`src/rtl/fifo_pkg.sv`:
```
// ---------------------------------------------------------------------------
// fifo_pkg
// Shared definitions for the team FIFO family (sync_fifo, async FIFO).
//   clog2       : pointer-width helper, never returns less than 1
//   FWFT_OFF/ON : read-mode selector values
//   *_ok        : parameter range checks used at elaboration time
//   fifo_flags_t: decoded status flags bundle
// ---------------------------------------------------------------------------
package fifo_pkg;

  localparam int FWFT_OFF = 0;
  localparam int FWFT_ON  = 1;

  typedef struct packed {
    logic full;
    logic almost_full;
    logic empty;
    logic almost_empty;
  } fifo_flags_t;

  function automatic int clog2(input int value);
    int r;
    int v;
    r = 0;
    v = value - 1;
    while (v > 0) begin
      r = r + 1;
      v = v >> 1;
    end
    return (r < 1) ? 1 : r;
  endfunction

  function automatic bit depth_ok(input int depth);
    return depth >= 2;
  endfunction

  function automatic bit af_level_ok(input int depth, input int af_level);
    return (af_level >= 1) && (af_level <= depth);
  endfunction

  function automatic bit ae_level_ok(input int depth, input int ae_level);
    return (ae_level >= 0) && (ae_level <= depth - 1);
  endfunction

  function automatic bit fwft_ok(input int fwft);
    return (fwft == FWFT_OFF) || (fwft == FWFT_ON);
  endfunction

endpackage

```
`src/rtl/sync_fifo_mem.sv`:
```
// ---------------------------------------------------------------------------
// sync_fifo_mem
// Single-clock flop-array storage for sync_fifo.
//   i_clk    : clock, rising edge
//   i_rst    : synchronous clear of every entry and of the read register
//   i_we     : write strobe (already qualified by the caller)
//   i_waddr  : write address, 0..DEPTH-1
//   i_wdata  : write data
//   i_re     : read strobe (already qualified); used only in registered mode
//   i_raddr  : read address, 0..DEPTH-1
//   o_rdata  : registered (FWFT_OFF) or combinational (FWFT_ON) read data
// ---------------------------------------------------------------------------
module sync_fifo_mem
  import fifo_pkg::*;
#(
  parameter  int D_WIDTH    = 8,
  parameter  int DEPTH      = 16,
  parameter  int FWFT       = FWFT_OFF,
  localparam int ADDR_WIDTH = clog2(DEPTH)
) (
  input  logic                  i_clk,
  input  logic                  i_rst,
  input  logic                  i_we,
  input  logic [ADDR_WIDTH-1:0] i_waddr,
  input  logic [D_WIDTH-1:0]    i_wdata,
  input  logic                  i_re,
  input  logic [ADDR_WIDTH-1:0] i_raddr,
  output logic [D_WIDTH-1:0]    o_rdata
);

  logic [D_WIDTH-1:0] r_mem [DEPTH];

  always_ff @(posedge i_clk) begin
    if (i_rst) begin
      for (int i = 0; i < DEPTH; i++) begin
        r_mem[i] <= '0;
      end
    end else if (i_we) begin
      r_mem[i_waddr] <= i_wdata;
    end
  end

  generate
    if (FWFT == FWFT_ON) begin : g_fwft
      // The head entry is shown directly; the pop strobe only moves the
      // caller's read pointer, so it has no job here.
      logic w_unused_re;
      assign w_unused_re = i_re;
      assign o_rdata     = r_mem[i_raddr];
    end else begin : g_reg
      logic [D_WIDTH-1:0] r_rdata;
      always_ff @(posedge i_clk) begin
        if (i_rst) begin
          r_rdata <= '0;
        end else if (i_re) begin
          r_rdata <= r_mem[i_raddr];
        end
      end
      assign o_rdata = r_rdata;
    end
  endgenerate

endmodule

```
`src/rtl/sync_fifo.sv`:
```
// ---------------------------------------------------------------------------
// sync_fifo
// Single-clock elastic buffer with arbitrary depth, occupancy count,
// programmable almost-full/almost-empty levels, overflow/underflow pulses
// and selectable first-word-fall-through read.
//   i_clk          : clock, rising edge
//   i_rst          : synchronous reset, active high, dominates w/r requests
//   i_w_en         : write request
//   i_w_data       : write data
//   i_r_en         : read (pop) request
//   o_r_data       : read data
//   o_full         : count == DEPTH
//   o_almost_full  : count >= AF_LEVEL
//   o_empty        : count == 0
//   o_almost_empty : count <= AE_LEVEL
//   o_count        : occupancy 0..DEPTH
//   o_overflow     : one-cycle pulse after a rejected write
//   o_underflow    : one-cycle pulse after a rejected read
// ---------------------------------------------------------------------------
module sync_fifo
  import fifo_pkg::*;
#(
  parameter  int D_WIDTH    = 8,
  parameter  int DEPTH      = 16,
  parameter  int AF_LEVEL   = DEPTH - 2,
  parameter  int AE_LEVEL   = 2,
  parameter  int FWFT       = FWFT_OFF,
  localparam int ADDR_WIDTH = clog2(DEPTH)
) (
  input  logic                  i_clk,
  input  logic                  i_rst,
  input  logic                  i_w_en,
  input  logic [D_WIDTH-1:0]    i_w_data,
  input  logic                  i_r_en,
  output logic [D_WIDTH-1:0]    o_r_data,
  output logic                  o_full,
  output logic                  o_almost_full,
  output logic                  o_empty,
  output logic                  o_almost_empty,
  output logic [ADDR_WIDTH:0]   o_count,
  output logic                  o_overflow,
  output logic                  o_underflow
);

  generate
    if (!depth_ok(DEPTH)) begin : g_bad_depth
      $error("sync_fifo: DEPTH must be at least 2");
    end
    if (!af_level_ok(DEPTH, AF_LEVEL)) begin : g_bad_af
      $error("sync_fifo: AF_LEVEL must be in 1..DEPTH");
    end
    if (!ae_level_ok(DEPTH, AE_LEVEL)) begin : g_bad_ae
      $error("sync_fifo: AE_LEVEL must be in 0..DEPTH-1");
    end
    if (!fwft_ok(FWFT)) begin : g_bad_fwft
      $error("sync_fifo: FWFT must be FWFT_OFF or FWFT_ON");
    end
  endgenerate

  localparam int                  CW       = ADDR_WIDTH + 1;
  localparam logic [ADDR_WIDTH-1:0] LAST_PTR = ADDR_WIDTH'(DEPTH - 1);
  localparam logic [CW-1:0]       FULL_CNT = CW'(DEPTH);
  localparam logic [CW-1:0]       AF_CNT   = CW'(AF_LEVEL);
  localparam logic [CW-1:0]       AE_CNT   = CW'(AE_LEVEL);

  logic [ADDR_WIDTH-1:0] r_wr_ptr;
  logic [ADDR_WIDTH-1:0] r_rd_ptr;
  logic [CW-1:0]         r_count;
  logic                  r_overflow;
  logic                  r_underflow;

  fifo_flags_t           w_flags;
  logic                  w_wr_acc;
  logic                  w_rd_acc;

  // Explicit wrap so non-power-of-two depths never address past the array.
  function automatic logic [ADDR_WIDTH-1:0] ptr_inc(input logic [ADDR_WIDTH-1:0] p);
    return (p == LAST_PTR) ? '0 : p + ADDR_WIDTH'(1);
  endfunction

  // Flags come from the registered count only, never from the requests.
  always_comb begin
    w_flags              = '0;
    w_flags.full         = (r_count == FULL_CNT);
    w_flags.almost_full  = (r_count >= AF_CNT);
    w_flags.empty        = (r_count == '0);
    w_flags.almost_empty = (r_count <= AE_CNT);
  end

  assign w_wr_acc = i_w_en && !w_flags.full;
  assign w_rd_acc = i_r_en && !w_flags.empty;

  always_ff @(posedge i_clk) begin
    if (i_rst) begin
      r_wr_ptr    <= '0;
      r_rd_ptr    <= '0;
      r_count     <= '0;
      r_overflow  <= 1'b0;
      r_underflow <= 1'b0;
    end else begin
      if (w_wr_acc) begin
        r_wr_ptr <= ptr_inc(r_wr_ptr);
      end
      if (w_rd_acc) begin
        r_rd_ptr <= ptr_inc(r_rd_ptr);
      end
      case ({w_wr_acc, w_rd_acc})
        2'b10:   r_count <= r_count + CW'(1);
        2'b01:   r_count <= r_count - CW'(1);
        default: r_count <= r_count;
      endcase
      r_overflow  <= i_w_en && w_flags.full;
      r_underflow <= i_r_en && w_flags.empty;
    end
  end

  sync_fifo_mem #(
    .D_WIDTH (D_WIDTH),
    .DEPTH   (DEPTH),
    .FWFT    (FWFT)
  ) u_mem (
    .i_clk   (i_clk),
    .i_rst   (i_rst),
    .i_we    (w_wr_acc),
    .i_waddr (r_wr_ptr),
    .i_wdata (i_w_data),
    .i_re    (w_rd_acc),
    .i_raddr (r_rd_ptr),
    .o_rdata (o_r_data)
  );

  assign o_full         = w_flags.full;
  assign o_almost_full  = w_flags.almost_full;
  assign o_empty        = w_flags.empty;
  assign o_almost_empty = w_flags.almost_empty;
  assign o_count        = r_count;
  assign o_overflow     = r_overflow;
  assign o_underflow    = r_underflow;

endmodule
```
`config.mk`:
```
export PLATFORM = sky130hd
export DESIGN_NAME = sync_fifo
export DESIGN_NICKNAME = d
export VERILOG_FILES = /design/src/rtl/fifo_pkg.sv /design/src/rtl/sync_fifo_mem.sv /design/src/rtl/sync_fifo.sv
export SDC_FILE = /design/constraint.sdc
export NUM_CORES = 1
export LEC_CHECK = 0
export ABC_AREA = 1
export CAP_MARGIN = 20
export CORE_MARGIN = 1.5
export CORE_UTILIZATION = 61
export DETAILED_ROUTE_END_ITERATION = 10
export PLACE_DENSITY = 0.8
export SYNTH_ARGS = -nofsm -noshare
export SYNTH_HDL_FRONTEND = slang
export SYNTH_SLANG_ARGS = --single-unit
```
`constraint.sdc`:
```
create_clock -name i_clk -period 2.5 [get_ports i_clk]
set_clock_uncertainty 0.05 [all_clocks]
set_input_delay 0.5 -clock i_clk [delete_from_list [all_inputs] [get_ports i_clk]]
set_output_delay 0.5 -clock i_clk [all_outputs]
set_load 0.03 [all_outputs]
```
==> results.json, run 1 <==
{
  "status": "complete, no violations",
  "syn_to_final_growth_pct": 16.42,
  "clock.fmax_ghz": 0.4181,
  "preCtsSetupSlack_ns": -0.04708,
  "power.density_nw_per_um2": 930.3,
  "dp.final_hpwl_mm": 11.51,
  "netlist_area_um2": 7352,
  "cts_resized": 2,
  "num-fill-cells": 762,
  "wl_per_cell_um": 17.25,
  "clock_sinks": 151,
  "postCtsHoldBufs": 0,
  "tns_ns": 0,
  "syn-num-nets": 847,
  "gr-total-overflow": 0,
  "first_pass_iters": 7,
  "hold_viol": 0,
  "ff_latch_area_um2": 4310,
  "io_pins": 31,
  "rsz0062_at_grt": "no",
  "grt_usage_pct": 29.56,
  "rows": 39,
  "whs_endpoint": "r_wr_ptr[0]",
  "min_path_cells": 2,
  "cts_tree": "built",
  "p_leak_nw": 3.899,
  "worst_slack_ns": 0.1080,
  "r2r_cells": 15,
  "first_global_vias": 5656,
  "io_buffers": 30,
  "slew_viol_final": 0,
  "cp-start-kind": "flop",
  "grt_pass1_wl_mm": 28.17,
  "max-slew-margin-rel_pct": 54.65,
  "die_y_um": 112.8,
  "fp.dieW_um": 112.8,
  "p_int_mw": 5.398,
  "yosysWarnings": 0,
  "rr_startpoint": "o_count[4]",
  "seqPwrFrac_pct": 38.8,
  "clk_transition_reported_paths_ns": 0.06,
  "crit_chain": "nor2_1, nand3_2, inv_1, clkdlybuf4s50_1",
  "worstMarginPinSlew_ns": 0.6778,
  "slowest_delay_ns": 0.66,
  "crit_required_ns": 1.95,
  "min_from": "r_wr_ptr[0]",
  "yosysSeqAreaShare_pct": 58.54,
  "end_kind": "primary output",
  "antenna_found_initial": 0,
  "grt_max_degree": 35,
  "routed_wl_mm": 17.74,
  "cts_root_buf": "clkbuf_16",
  "gp_congestion": 0.8519,
  "die-area_um2": 12720,
  "cp.arrival_ns": 1.84,
  "slowest_stage": "clkdlybuf4s50_1",
  "drive_gt1_share_pct": 10.51,
  "dr.first_iter.drc_count": 863,
  "h-tree-depth": 4,
  "p_comb_share_pct": 27.4,
  "vias": 5775,
  "swShare_pct": 32.21,
  "diodes": 0,
  "cts_setup_buffers": 0,
  "hold_path_class": "flop to flop",
  "worstSetupStartpoint": "o_count[0]",
  "core_um2": 11560,
  "start_util_pct": 63.57,
  "final_nets": 894,
  "hold_ws_ns": 0.4657,
  "crit_type": "flop to primary output",
  "clock_path_buffers": 2,
  "crit_path_max_fanout": 5,
  "ant_nets": 0,
  "synthCells": 825,
  "timing.final.crit_period_ns": 2.392,
  "multi_input_area_um2": 2445,
  "drv_cap": 0,
  "r2r_setup_slack_ns": 0.28,
  "cts_buffers": 17,
  "drcViolationCount": 0,
  "ys_seq_elements": 151,
  "routed_via_density": 5.618,
  "layout_worst_path_cycle_share_pct": 95.68,
  "synth.distinct_cells": 28,
  "p_clk_share_pct": 33.9,
  "syn_area_per_cell_um2": 8.912,
  "p_sw_mw": 2.565,
  "clk_latency_ns": 0.43,
  "ir_drop_v": 0.0007676,
  "finalSetupViolations": 0,
  "r2r_end": "o_count[4]"
}
-- synth_stat cells, drive strengths merged --
| master | count | share of area (%) |
|---|---|---|
| clkbuf | 17 | 0.87 |
| fa | 1 | 0.27 |
| nor3 | 1 | 0.068 |
| a21oi | 29 | 2.0 |
| nor2 | 152 | 8.6 |
| buf | 18 | 1.3 |
| a2111oi | 1 | 0.12 |
| ha | 9 | 1.5 |
| edfxtp | 128 | 52 |
| o21ai | 14 | 0.95 |
| inv | 114 | 5.9 |
| clkinv | 4 | 0.20 |
| nand2 | 210 | 12 |
| xnor2 | 1 | 0.12 |
| nand3 | 101 | 7.0 |
| xor2 | 1 | 0.12 |
| o31ai | 1 | 0.10 |
| dfxtp | 23 | 6.3 |
-- state kept, by name, summed over array words and instances (netlist names) --
signal and count:
o_count 5, o_overflow 1, o_underflow 1, r_rd_ptr 4, r_wr_ptr 4, u_mem.o_rdata 8
u_mem.r_mem 128
-- cell families (layout without fill, tap and decap cells) --
logic type,after synthesis,in the layout,synth area share (%)
simple gates,464,464,28.05
buf+inv,153,213,8.220
flops,151,151,58.54
compound gates,45,45,3.149
fa+ha+maj,10,10,1.804
xor+xnor,2,2,0.2383
-- metrics by stage --
step / cells / util, % / instance area, um^2 / power, mW
2_1_floorplan: 825 / - / 7353 / 4.555
3_3_place_gp: 996 / 68.51 / 7923 / 5.194
3_5_place_dp: 996 / 68.51 / 7923 / 5.252
4_1_cts: 1028 / 73.97 / 8554 / 7.927
5_1_grt: 1028 / 74.01 / 8559 / 8.269
6_report: 1028 / 74.01 / 8559 / 7.962
-- per-layer routing --
layer	share of wire, %	track usage, %	vias up	wire length, um
met5	0	0	-	0
met4	2.5	13.00	0	447
met3	11	7.070	46	1891
met2	48	48.13	334	8469
met1	39	38.13	2664	6926
li1	-	-	2731	-
-- critical path, delay by kind of cell (launching register included) --
family,cells,cell delay [ns]
flip-flops,1,0.34
AND/OR/NAND/NOR,2,0.33
buffers and inverters,2,0.74
-- worst max path at each step --
stage / slack (ns) / end
floorplan: 0.03 / o_count[4]
global placement: 0.03 / o_count[4]
detailed placement: -0.05 / o_count[4]
CTS: 0.06 / o_full
global route: 0.008 / o_count[4]
finish: 0.11 / o_full
-- power by group through the flow --
stage	Combinational [mW]	Clock, mW	Sequential [mW]
6_report	2.18	2.70	3.09
5_1_grt	2.34	2.82	3.11
4_1_cts	2.14	2.71	3.08
3_5_place_dp	2.13	0	3.13
3_3_place_gp	2.08	0	3.12
2_1_floorplan	1.33	0	3.23
-- layout make-up --
class / count / area share [%]
Sequential cell: 151 / 50.36
Inverter: 118 / 5.204
Clock buffer: 23 / 5.701
Timing Repair Buffer: 63 / 6.373
Multi-Input combinational cell: 521 / 28.56
Tap cell: 143 / 2.090
Clock inverter: 9 / 1.710
-- cell usage in the layout, fill, tap and decap left out, drive strengths merged, types with 2 or more instances in the layout --
cell type	synthesis	layout
clkinv	4	8
ha	9	9
nand3	101	101
clkdlybuf4s50	0	28
nand2	210	210
o21ai	14	14
bufinv	0	4
inv	114	114
edfxtp	128	128
dfxtp	23	23
nor2	152	152
buf	18	33
dlygate4sd2	0	2
a21oi	29	29
clkbuf	17	23
(Power assumes the default switching activity.)
==> run 2, diff against run 1 <==
--- a/config.mk
+++ b/config.mk
@@ -9,6 +9,7 @@
 export CAP_MARGIN = 20
 export CORE_MARGIN = 1.5
 export CORE_UTILIZATION = 61
+export CTS_CLUSTER_DIAMETER = 60
 export DETAILED_ROUTE_END_ITERATION = 10
 export PLACE_DENSITY = 0.8
 export SYNTH_ARGS = -nofsm -noshare
==> results of run 2 <==
The final DEF is identical to that of run 1; final timing and power are the same.
